File: src/rtl/ahb_apb_pkg.sv
// Shared types and AHB encodings for the AHB-Lite to APB3 bridge.
// Nothing in this file has latency or backpressure of its own.
package ahb_apb_pkg;

    typedef enum logic [2:0] {
        IDLE,
        SETUP,
        ACCESS,
        ERR1,
        ERR2
    } bridge_state_t;

    localparam logic [1:0] HTRANS_IDLE   = 2'b00;
    localparam logic [1:0] HTRANS_BUSY   = 2'b01;
    localparam logic [1:0] HTRANS_NONSEQ = 2'b10;
    localparam logic [1:0] HTRANS_SEQ    = 2'b11;

    localparam logic HRESP_OKAY  = 1'b0;
    localparam logic HRESP_ERROR = 1'b1;

    localparam logic [2:0] HSIZE_WORD = 3'b010;

endpackage

File: src/rtl/apb_timeout_cnt.sv
// Counts PREADY-low ACCESS cycles; tc is combinational and fires in the cycle that reaches the limit.
// No backpressure: the caller clears it on SETUP entry and enables it while the slave stalls.
module apb_timeout_cnt #(
    parameter int TIMEOUT_CYCLES = 255
) (
    input  logic clk,
    input  logic rst,
    input  logic clr,
    input  logic en,
    output logic tc
);

    localparam int CW = (TIMEOUT_CYCLES > 0) ? $clog2(TIMEOUT_CYCLES + 1) : 1;
    localparam logic [CW-1:0] LAST = (TIMEOUT_CYCLES > 0) ? CW'(TIMEOUT_CYCLES - 1) : '0;

    logic [CW-1:0] cnt;

    // A limit of zero disables the abort entirely.
    assign tc = (TIMEOUT_CYCLES > 0) && en && (cnt == LAST);

    always_ff @(posedge clk) begin
        if (rst || clr) begin
            cnt <= '0;
        end else if (en && !tc && (TIMEOUT_CYCLES > 0)) begin
            cnt <= cnt + 1'b1;
        end
    end

endmodule

File: src/rtl/ahbl_to_apb3_bridge.sv
// Single-slave AHB-Lite to APB3 bridge; each transfer costs 2 wait states plus one per PREADY-low cycle.
// Stalls AHB via HREADYOUT while the APB cycle runs; errors use the AHB two-cycle ERROR response.
module ahbl_to_apb3_bridge
    import ahb_apb_pkg::*;
#(
    parameter int ADDR_WIDTH     = 32,
    parameter int TIMEOUT_CYCLES = 255
) (
    input  logic                  HCLK,
    input  logic                  HRESET,
    input  logic                  HSEL,
    input  logic [ADDR_WIDTH-1:0] HADDR,
    input  logic [1:0]            HTRANS,
    input  logic                  HWRITE,
    input  logic [2:0]            HSIZE,
    input  logic [31:0]           HWDATA,
    input  logic                  HREADYIN,
    output logic [31:0]           HRDATA,
    output logic                  HREADYOUT,
    output logic                  HRESP,
    output logic [ADDR_WIDTH-1:0] PADDR,
    output logic                  PSEL,
    output logic                  PENABLE,
    output logic                  PWRITE,
    output logic [31:0]           PWDATA,
    input  logic [31:0]           PRDATA,
    input  logic                  PREADY,
    input  logic                  PSLVERR
);

    bridge_state_t state, state_nxt;

    logic xfer_vld;
    logic illegal;
    logic psel_nxt, penable_nxt, hreadyout_nxt, hresp_nxt;
    logic cap_addr, cap_wdata, cap_rdata;
    logic cnt_clr, cnt_en, cnt_tc;

    assign xfer_vld = HSEL && HREADYIN && ((HTRANS == HTRANS_NONSEQ) || (HTRANS == HTRANS_SEQ));
    // Reads narrower than a word are passed through; only sub-word writes are refused.
    assign illegal  = HWRITE && (HSIZE != HSIZE_WORD);

    apb_timeout_cnt #(
        .TIMEOUT_CYCLES(TIMEOUT_CYCLES)
    ) u_timeout (
        .clk(HCLK),
        .rst(HRESET),
        .clr(cnt_clr),
        .en (cnt_en),
        .tc (cnt_tc)
    );

    always_comb begin
        state_nxt = state;
        cap_addr  = 1'b0;
        cap_wdata = 1'b0;
        cap_rdata = 1'b0;
        cnt_en    = 1'b0;

        case (state)
            IDLE, ERR2: begin
                if (xfer_vld && illegal) begin
                    state_nxt = ERR1;
                end else if (xfer_vld) begin
                    state_nxt = SETUP;
                    cap_addr  = 1'b1;
                end else begin
                    state_nxt = IDLE;
                end
            end
            SETUP: begin
                cap_wdata = 1'b1;
                state_nxt = ACCESS;
            end
            ACCESS: begin
                cnt_en = !PREADY;
                if (PREADY && PSLVERR) begin
                    state_nxt = ERR1;
                end else if (PREADY) begin
                    state_nxt = IDLE;
                    cap_rdata = !PWRITE;
                end else if (cnt_tc) begin
                    state_nxt = ERR1;
                end
            end
            ERR1:    state_nxt = ERR2;
            default: state_nxt = IDLE;
        endcase

        cnt_clr = (state_nxt == SETUP);

        // Outputs are decoded from the next state so they come straight out of flops.
        psel_nxt      = 1'b0;
        penable_nxt   = 1'b0;
        hreadyout_nxt = 1'b1;
        hresp_nxt     = HRESP_OKAY;
        case (state_nxt)
            SETUP: begin
                psel_nxt      = 1'b1;
                hreadyout_nxt = 1'b0;
            end
            ACCESS: begin
                psel_nxt      = 1'b1;
                penable_nxt   = 1'b1;
                hreadyout_nxt = 1'b0;
            end
            ERR1: begin
                hreadyout_nxt = 1'b0;
                hresp_nxt     = HRESP_ERROR;
            end
            ERR2: begin
                hresp_nxt     = HRESP_ERROR;
            end
            default: ;
        endcase
    end

    always_ff @(posedge HCLK) begin
        if (HRESET) begin
            state     <= IDLE;
            PSEL      <= 1'b0;
            PENABLE   <= 1'b0;
            HREADYOUT <= 1'b1;
            HRESP     <= HRESP_OKAY;
            PADDR     <= '0;
            PWRITE    <= 1'b0;
            PWDATA    <= '0;
            HRDATA    <= '0;
        end else begin
            state     <= state_nxt;
            PSEL      <= psel_nxt;
            PENABLE   <= penable_nxt;
            HREADYOUT <= hreadyout_nxt;
            HRESP     <= hresp_nxt;
            if (cap_addr) begin
                PADDR  <= HADDR;
                PWRITE <= HWRITE;
            end
            if (cap_wdata) begin
                PWDATA <= HWDATA;
            end
            if (cap_rdata) begin
                HRDATA <= PRDATA;
            end
        end
    end

endmodule

File: config.mk
export PLATFORM = sky130hd
export DESIGN_NAME = ahbl_to_apb3_bridge
export DESIGN_NICKNAME = d
export VERILOG_FILES = /design/src/rtl/ahb_apb_pkg.sv /design/src/rtl/apb_timeout_cnt.sv /design/src/rtl/ahbl_to_apb3_bridge.sv
export SDC_FILE = /design/constraint.sdc
export NUM_CORES = 1
export LEC_CHECK = 0
export CORE_ASPECT_RATIO = 0.75
export CORE_MARGIN = 4
export CORE_UTILIZATION = 35
export DETAILED_ROUTE_END_ITERATION = 16
export PLACE_DENSITY = 0.72
export SLEW_MARGIN = 20
export SYNTH_ARGS = -nofsm -noshare
export SYNTH_HDL_FRONTEND = slang
export SYNTH_SLANG_ARGS = --single-unit
File: constraint.sdc
create_clock -name HCLK -period 2.6 [get_ports HCLK]
set_input_delay 0.78 -clock HCLK [delete_from_list [all_inputs] [get_ports HCLK]]
set_output_delay 0.78 -clock HCLK [all_outputs]
set_load 0.02 [all_outputs]
==> impl_metrics.yaml, run 1 <==
final_layout:
  antenna_cells: 0
  area_delta_synth_final_pct: 60.9
  drive_above_1_share: 0.0465
  fillCellCount: 1055
  final_util: 0.573
  nNetsFinal: 773
placement:
  portBuffers: 207
  gp_congestion: 0.752
  preCtsSetupSlack_ps: -97.7
  dp_hpwl_mm: 8.44
floorplan:
  coreArea_mm2: 0.0116
  start_util: 0.356
  io_pins: 209
  die_w_um: 133
  die-area_mm2: 0.0136
  die_h_um: 102
  rows: 34
global_route:
  grt_pass1_wl_mm: 17.7
  antenna_found_initial: 0
  grt_max_degree: 38
  grt_overflow: 0
  grt_pass1_vias: 3602
  track_usage: 0.160
synth:
  ys_top_cells_by_area: "dfxtp_1 54%, nand2_1 12%, a21oi_1 8.3%"
  synthArstFlopShare: 0
  synth-seq-cells: 112
  synth.most_common_cell: "nand2_1"
  yosys.area_share.simple: 0.205
  synth_edf_count: 0
  synth_top_family_by_area: "simple AND/OR/NAND/NOR gates"
  netlist_area_mm2: 0.00412
  synth_cell_types: 41
  ys_seq_area_frac: 0.544
  synth_top_area_cell: "dfxtp_1"
  synth_compound_area_frac: 0.111
  synthMuxAreaShare: 0.0777
  syn_avg_cell_area_um2: 8.84
  synth_xor_area_frac: 0.0106
  yosys_warnings: 0
  synth_flop_cell: "dfxtp_1"
  synth_cells: 466
  syn_nets: 576
  synthAdderAreaFrac: 0.00607
  synth_top_area_share: 0.544
  synth_common_cells: "133 x nand2_1, 112 x dfxtp_1, 68 x a21oi_1"
critical_path:
  critPathKind: "in2reg"
  arrival_ps: 2540
  path_cells: "clkdlybuf4s50_1, or3b_1, a211oi_4, buf_12, mux2i_1, nor2_1"
  worst-path-buf-inv: 2
  critPathMaxStageDelay_ps: 450
  start_kind: "input pin"
  slowest_stage: "clkdlybuf4s50_1"
  worstPathRequired_ps: 2810
  cp_max_fo: 32
  crit_family: "buffers and inverters"
  crit_path_end_kind: "register"
detailed_routing:
  wl_per_cell_um: 13.7
  vias_per_cell: 4.56
  via_count: 3782
  ant_nets: 0
  drt-total-wl_mm: 11.4
  dr.first_iter.drc_count: 106
  drcViolationCount: 0
  dr.pass1.iters: 4
timing:
  slew_headroom: 0.720
  setup_ws_ps: 271
  final-hold-violation-count: 0
  finalCritPeriodShare: 0.896
  fmaxAchievable_ghz: 0.429
  skew_ps: 4.98
  worst_pin_slew_ps: 415
  setup_viol: 0
  fin_tns_setup_ps: 0
  rsz0062_at_grt: "no"
  period_needed_ps: 2330
  drv_slew: 0
clock_network:
  post-cts-setup-buffer-count: 0
  cts.clk_slew.worst_paths_ps: 70
  cts_hold_buf: 0
  clk_path_buf_depth: 2
  htree_levels: 3
  cts_tree: "yes"
  cts_resized: 0
  insertion_delay_ps: 330
  numCtsBuffers: 9
  root_buffer: "clkbuf_16"
  cts.sinks: 112
worst_hold_path:
  hp-class: "reg2reg"
outcome:
  status: "finished, final reports clean"
pwr:
  peakVddDrop_uv: 325
  p_per_area_mw_per_mm2: 542
  p_leak_nw: 2.25
  fin_total_pwr_mw: 3.59
run:
  cap_violations: 0
==> cell families after synthesis <==
kind of cell / Yosys count
and+or+nand+nor: 199
DFF: 112
AOI/OAI and AO/OA: 84
buffers and inverters: 32
muxes: 32
xor gates and xnor gates: 5
adders and majority gates: 2
==> through the flow <==
step	cell area [um2]	cells	hold slack (ps)
2_1_floorplan	4120	466	458
3_3_place_gp	6320	814	442
3_5_place_dp	6320	814	448
4_1_cts	6630	829	458
5_1_grt	6630	829	470
6_report	6630	829	452
==> placed cells by master (no fill, tap or decap), drive strengths merged, types with 2 or more instances in the layout <==
master           n
dfxtp          112
clkbuf          12
nor2b            2
a21oi           68
xor2             4
or2              3
nand4            2
or3b             2
nor3             2
o211ai           2
nand2b           2
or3              3
inv              2
ha               2
buf             10
mux2i           32
bufinv           2
clkdlybuf4s50  206
nand2          133
o2111ai          2
and2             3
o21ai            5
nor2            40
==> power breakdown <==
group          internal [mW]  total [mW]  switching [mW]
Combinational          0.240       0.405           0.165
Clock                  0.841        1.41           0.573
Sequential              1.75        1.77          0.0207
==> final cells by class <==
| class | count | area [um2] | area share |
|---|---|---|---|
| Sequential cell | 112 | 2240 | 0.338 |
| Timing Repair Buffer | 216 | 2160 | 0.326 |
| Multi-Input combinational cell | 322 | 1710 | 0.258 |
| Clock buffer | 12 | 236 | 0.0357 |
| Tap cell | 162 | 203 | 0.0306 |
| Clock inverter | 3 | 67.6 | 0.0102 |
| Inverter | 2 | 7.51 | 0.00113 |
==> path summary, 6_finish.rpt <==
| path | start | endpoint | slack [ps] | cells after the start |
|---|---|---|---|---|
| setup / recovery | HSIZE[1] | PADDR[24] | 270 | 6 |
| setup reg to reg | state[1] | HRDATA[25] | 780 | 5 |
| hold reg to reg | HRDATA[12] | HRDATA[12] | 450 | 2 |
| hold / removal | HRDATA[12] | HRDATA[12] | 450 | 2 |
==> routing by layer <==
metal	vias up	track usage	part of all wire
met5	-	0	0
met3	13	0.0689	0.091
met4	0	0.0474	0.015
met2	132	0.264	0.46
li1	1930	-	-
met1	1707	0.192	0.43
==> worst reg2reg max path: stages (launching register included) <==
cell	delay, ps
dfxtp_1	480
or3b_1	450
or3_1	330
buf_4	240
nand2_1	130
a21oi_1	70
==> state kept, by name, indices dropped and copies added (netlist names) <==
register,cells
HRDATA,32
PWRITE,1
PWDATA,32
HRESP,1
u_timeout.cnt,8
PENABLE,1
state,3
HREADYOUT,1
PSEL,1
PADDR,32
(Power assumes the default switching activity.)
==> run 2: changes to the inputs <==
--- a/config.mk
+++ b/config.mk
@@ -9,8 +9,9 @@
 export CORE_MARGIN = 4
 export CORE_UTILIZATION = 35
 export DETAILED_ROUTE_END_ITERATION = 16
-export PLACE_DENSITY = 0.72
+export PLACE_DENSITY = 0.71
 export SLEW_MARGIN = 20
 export SYNTH_ARGS = -nofsm -noshare
 export SYNTH_HDL_FRONTEND = slang
+export SYNTH_HIERARCHICAL = 1
 export SYNTH_SLANG_ARGS = --single-unit
==> impl_metrics.yaml, run 2 <==
detailed_routing:
  drcViolationCount: 0
  vias_per_cell: 4.66
  ant_nets: 0
  drt-total-wl_mm: 12.4
  dr.pass1.iters: 4
  via_count: 4104
  wl_per_cell_um: 14.1
  dr.first_iter.drc_count: 171
clock_network:
  htree_levels: 3
  insertion_delay_ps: 340
  cts.clk_slew.worst_paths_ps: 70
  root_buffer: "clkbuf_16"
  numCtsBuffers: 9
  cts.sinks: 112
  clk_path_buf_depth: 2
  post-cts-setup-buffer-count: 0
  cts_tree: "yes"
  cts_resized: 0
  cts_hold_buf: 0
pwr:
  p_clk_frac: 0.364
  seq_power_share: 0.496
  p_leak_nw: 2.44
  swShare: 0.241
  combPwrFrac: 0.140
  intPower_mw: 2.73
  p_per_area_mw_per_mm2: 521
  switchingPower_mw: 0.867
  peakVddDrop_uv: 379
floorplan:
  start_util: 0.366
  coreArea_mm2: 0.0118
  die_w_um: 136
  rows: 34
  die_h_um: 104
  die-area_mm2: 0.0142
  io_pins: 209
worst_hold_path:
  holdPathEnd: "HRDATA[28]"
  min_from: "HRDATA[28]"
  hp-class: "reg2reg"
  min_path_cells: 2
synth:
  synth_cell_types: 45
  synth_top_area_cell: "dfxtp_1"
  synth_flop_cell: "dfxtp_1"
  synth_cells: 510
  syn_avg_cell_area_um2: 8.48
  synth_edf_count: 0
  synth-seq-cells: 112
  synth_top_area_share: 0.519
  synth_common_cells: "199 x nand2_1, 112 x dfxtp_1, 68 x a21oi_1"
  ys_top_cells_by_area: "dfxtp_1 52%, nand2_1 17%, a21oi_1 7.9%"
  netlist_area_mm2: 0.00432
  yosys_warnings: 6
  ys_seq_area_frac: 0.519
  synthArstFlopShare: 0
  syn_nets: 620
  synth.most_common_cell: "nand2_1"
final_layout:
  top_regs: "HRDATA: 32 flops, PADDR: 32 flops, PWDATA: 32 flops"
  nNetsFinal: 824
  area_delta_synth_final_pct: 59.9
  final_cells: 881
  antenna_cells: 0
  layout_common_cells: "206 x clkdlybuf4s50_1, 199 x nand2_1, 111 x dfxtp_1"
  final_common_cell: "clkdlybuf4s50_1"
  drive_above_1_share: 0.0709
global_route:
  grt_pass1_wl_mm: 19.9
  grt_overflow: 0
  grt_pass1_vias: 4081
  track_usage: 0.173
  antenna_found_initial: 0
  grt_max_degree: 65
critical_path:
  critPathKind: "in2reg"
  start_kind: "input pin"
  r2r_slack_ps: 290
  ff2ff_path_depth: 9
  r2r_start: "state[1]"
  cp_max_fo: 5
  crit_path_end_kind: "register"
  arrival_ps: 2660
  critPathLaunch: "PREADY"
  rr_endpoint: "PADDR[8]"
  worstPathRequired_ps: 2880
timing:
  period_needed_ps: 2380
  finalCritPeriodShare: 0.916
  worst_pin_slew_ps: 577
  setup_viol: 0
  slew_headroom: 0.616
  skew_ps: 10.6
  fmaxAchievable_ghz: 0.420
  drv_slew: 0
  hold_ws_ps: 454
  rsz0062_at_grt: "no"
  final-hold-violation-count: 0
placement:
  gp_congestion: 0.850
  portBuffers: 207
  dp_hpwl_mm: 9.39
  dp_cells: 865
run:
  cap_violations: 0
outcome:
  status: "finished, final reports clean"
-- run 2: changes by cell type after synthesis, sizes merged, moves of 3 or more --
cell,change
xor2,-4
inv,+4
clkbuf,+8
nor2,-34
nand3,+3
a31oi,+3
buf,-4
nand2,+66
-- run 2: logic make-up after synthesis --
group / after synthesis / synth area share
compound gates: 90 / 0.120
fa+ha+maj: 2 / 0.00579
buf+inv: 40 / 0.0507
flops: 112 / 0.519
mux: 34 / 0.0790
simple gates: 232 / 0.225
-- run 2: area by class of cell --
type	instances	area, um2
repair buffers	227	2250
well taps	162	203
fillers	1062	4910
multi-input cells	358	1910
inverters	6	22.5
clock buffers	11	243
clock inverters	5	38.8
flip-flops and latches	112	2240
-- run 2: power groups by stage --
| stage | clock network, mW | logic, mW | registers (mW) |
|---|---|---|---|
| after global placement | 0 | 0.499 | 1.83 |
| after global routing | 1.43 | 0.543 | 1.79 |
| final | 1.31 | 0.505 | 1.79 |
| after detailed placement | 0 | 0.507 | 1.83 |
| after floorplan | 0 | 0.152 | 1.88 |
| after CTS | 1.36 | 0.510 | 1.79 |
-- run 2: worst max-delay path by stage --
| stage | endpoint | slack [ps] | cells after the start |
|---|---|---|---|
| 6_report | u_timeout/cnt[4] | 220 | 9 |
| 5_1_grt | PADDR[11] | 100 | 9 |
| 4_1_cts | u_timeout/cnt[4] | 230 | 9 |
| 3_5_place_dp | u_timeout/cnt[4] | -130 | 9 |
| 3_3_place_gp | u_timeout/cnt[4] | -80 | 9 |
| 2_1_floorplan | u_timeout/cnt[4] | 70 | 13 |
-- run 2: worst max-delay path, cell delays in order --
cell	delay, ps
clkdlybuf4s50_1	480
nor2_1	60
and3_1	140
mux2_4	290
a2bb2oi_4	190
a211oi_4	50
or2_4	290
a2111o_1	310
o21ai_2	70
-- run 2: layer usage --
layer / share of wire / track usage / vias up
li1: - / - / 2088
met1: 0.42 / 0.201 / 1865
met2: 0.47 / 0.289 / 137
met3: 0.099 / 0.0759 / 14
met4: 0.012 / 0.0439 / 0
met5: 0 / 0 / -
-- run 2: per-stage QoR --
step / TNS, ps / cell area [um2] / total power, mW / setup slack, ps / utilization
after global routing: 0 / 6910 / 3.76 / 99.4 / 0.585
final: 0 / 6910 / 3.60 / 218 / 0.585
after global placement: -669 / 6630 / 2.32 / -81.0 / 0.561
after floorplan: 0 / 4350 / 2.03 / 73.0 / -
after detailed placement: -1880 / 6630 / 2.34 / -129 / 0.561
after CTS: 0 / 6910 / 3.66 / 226 / 0.585
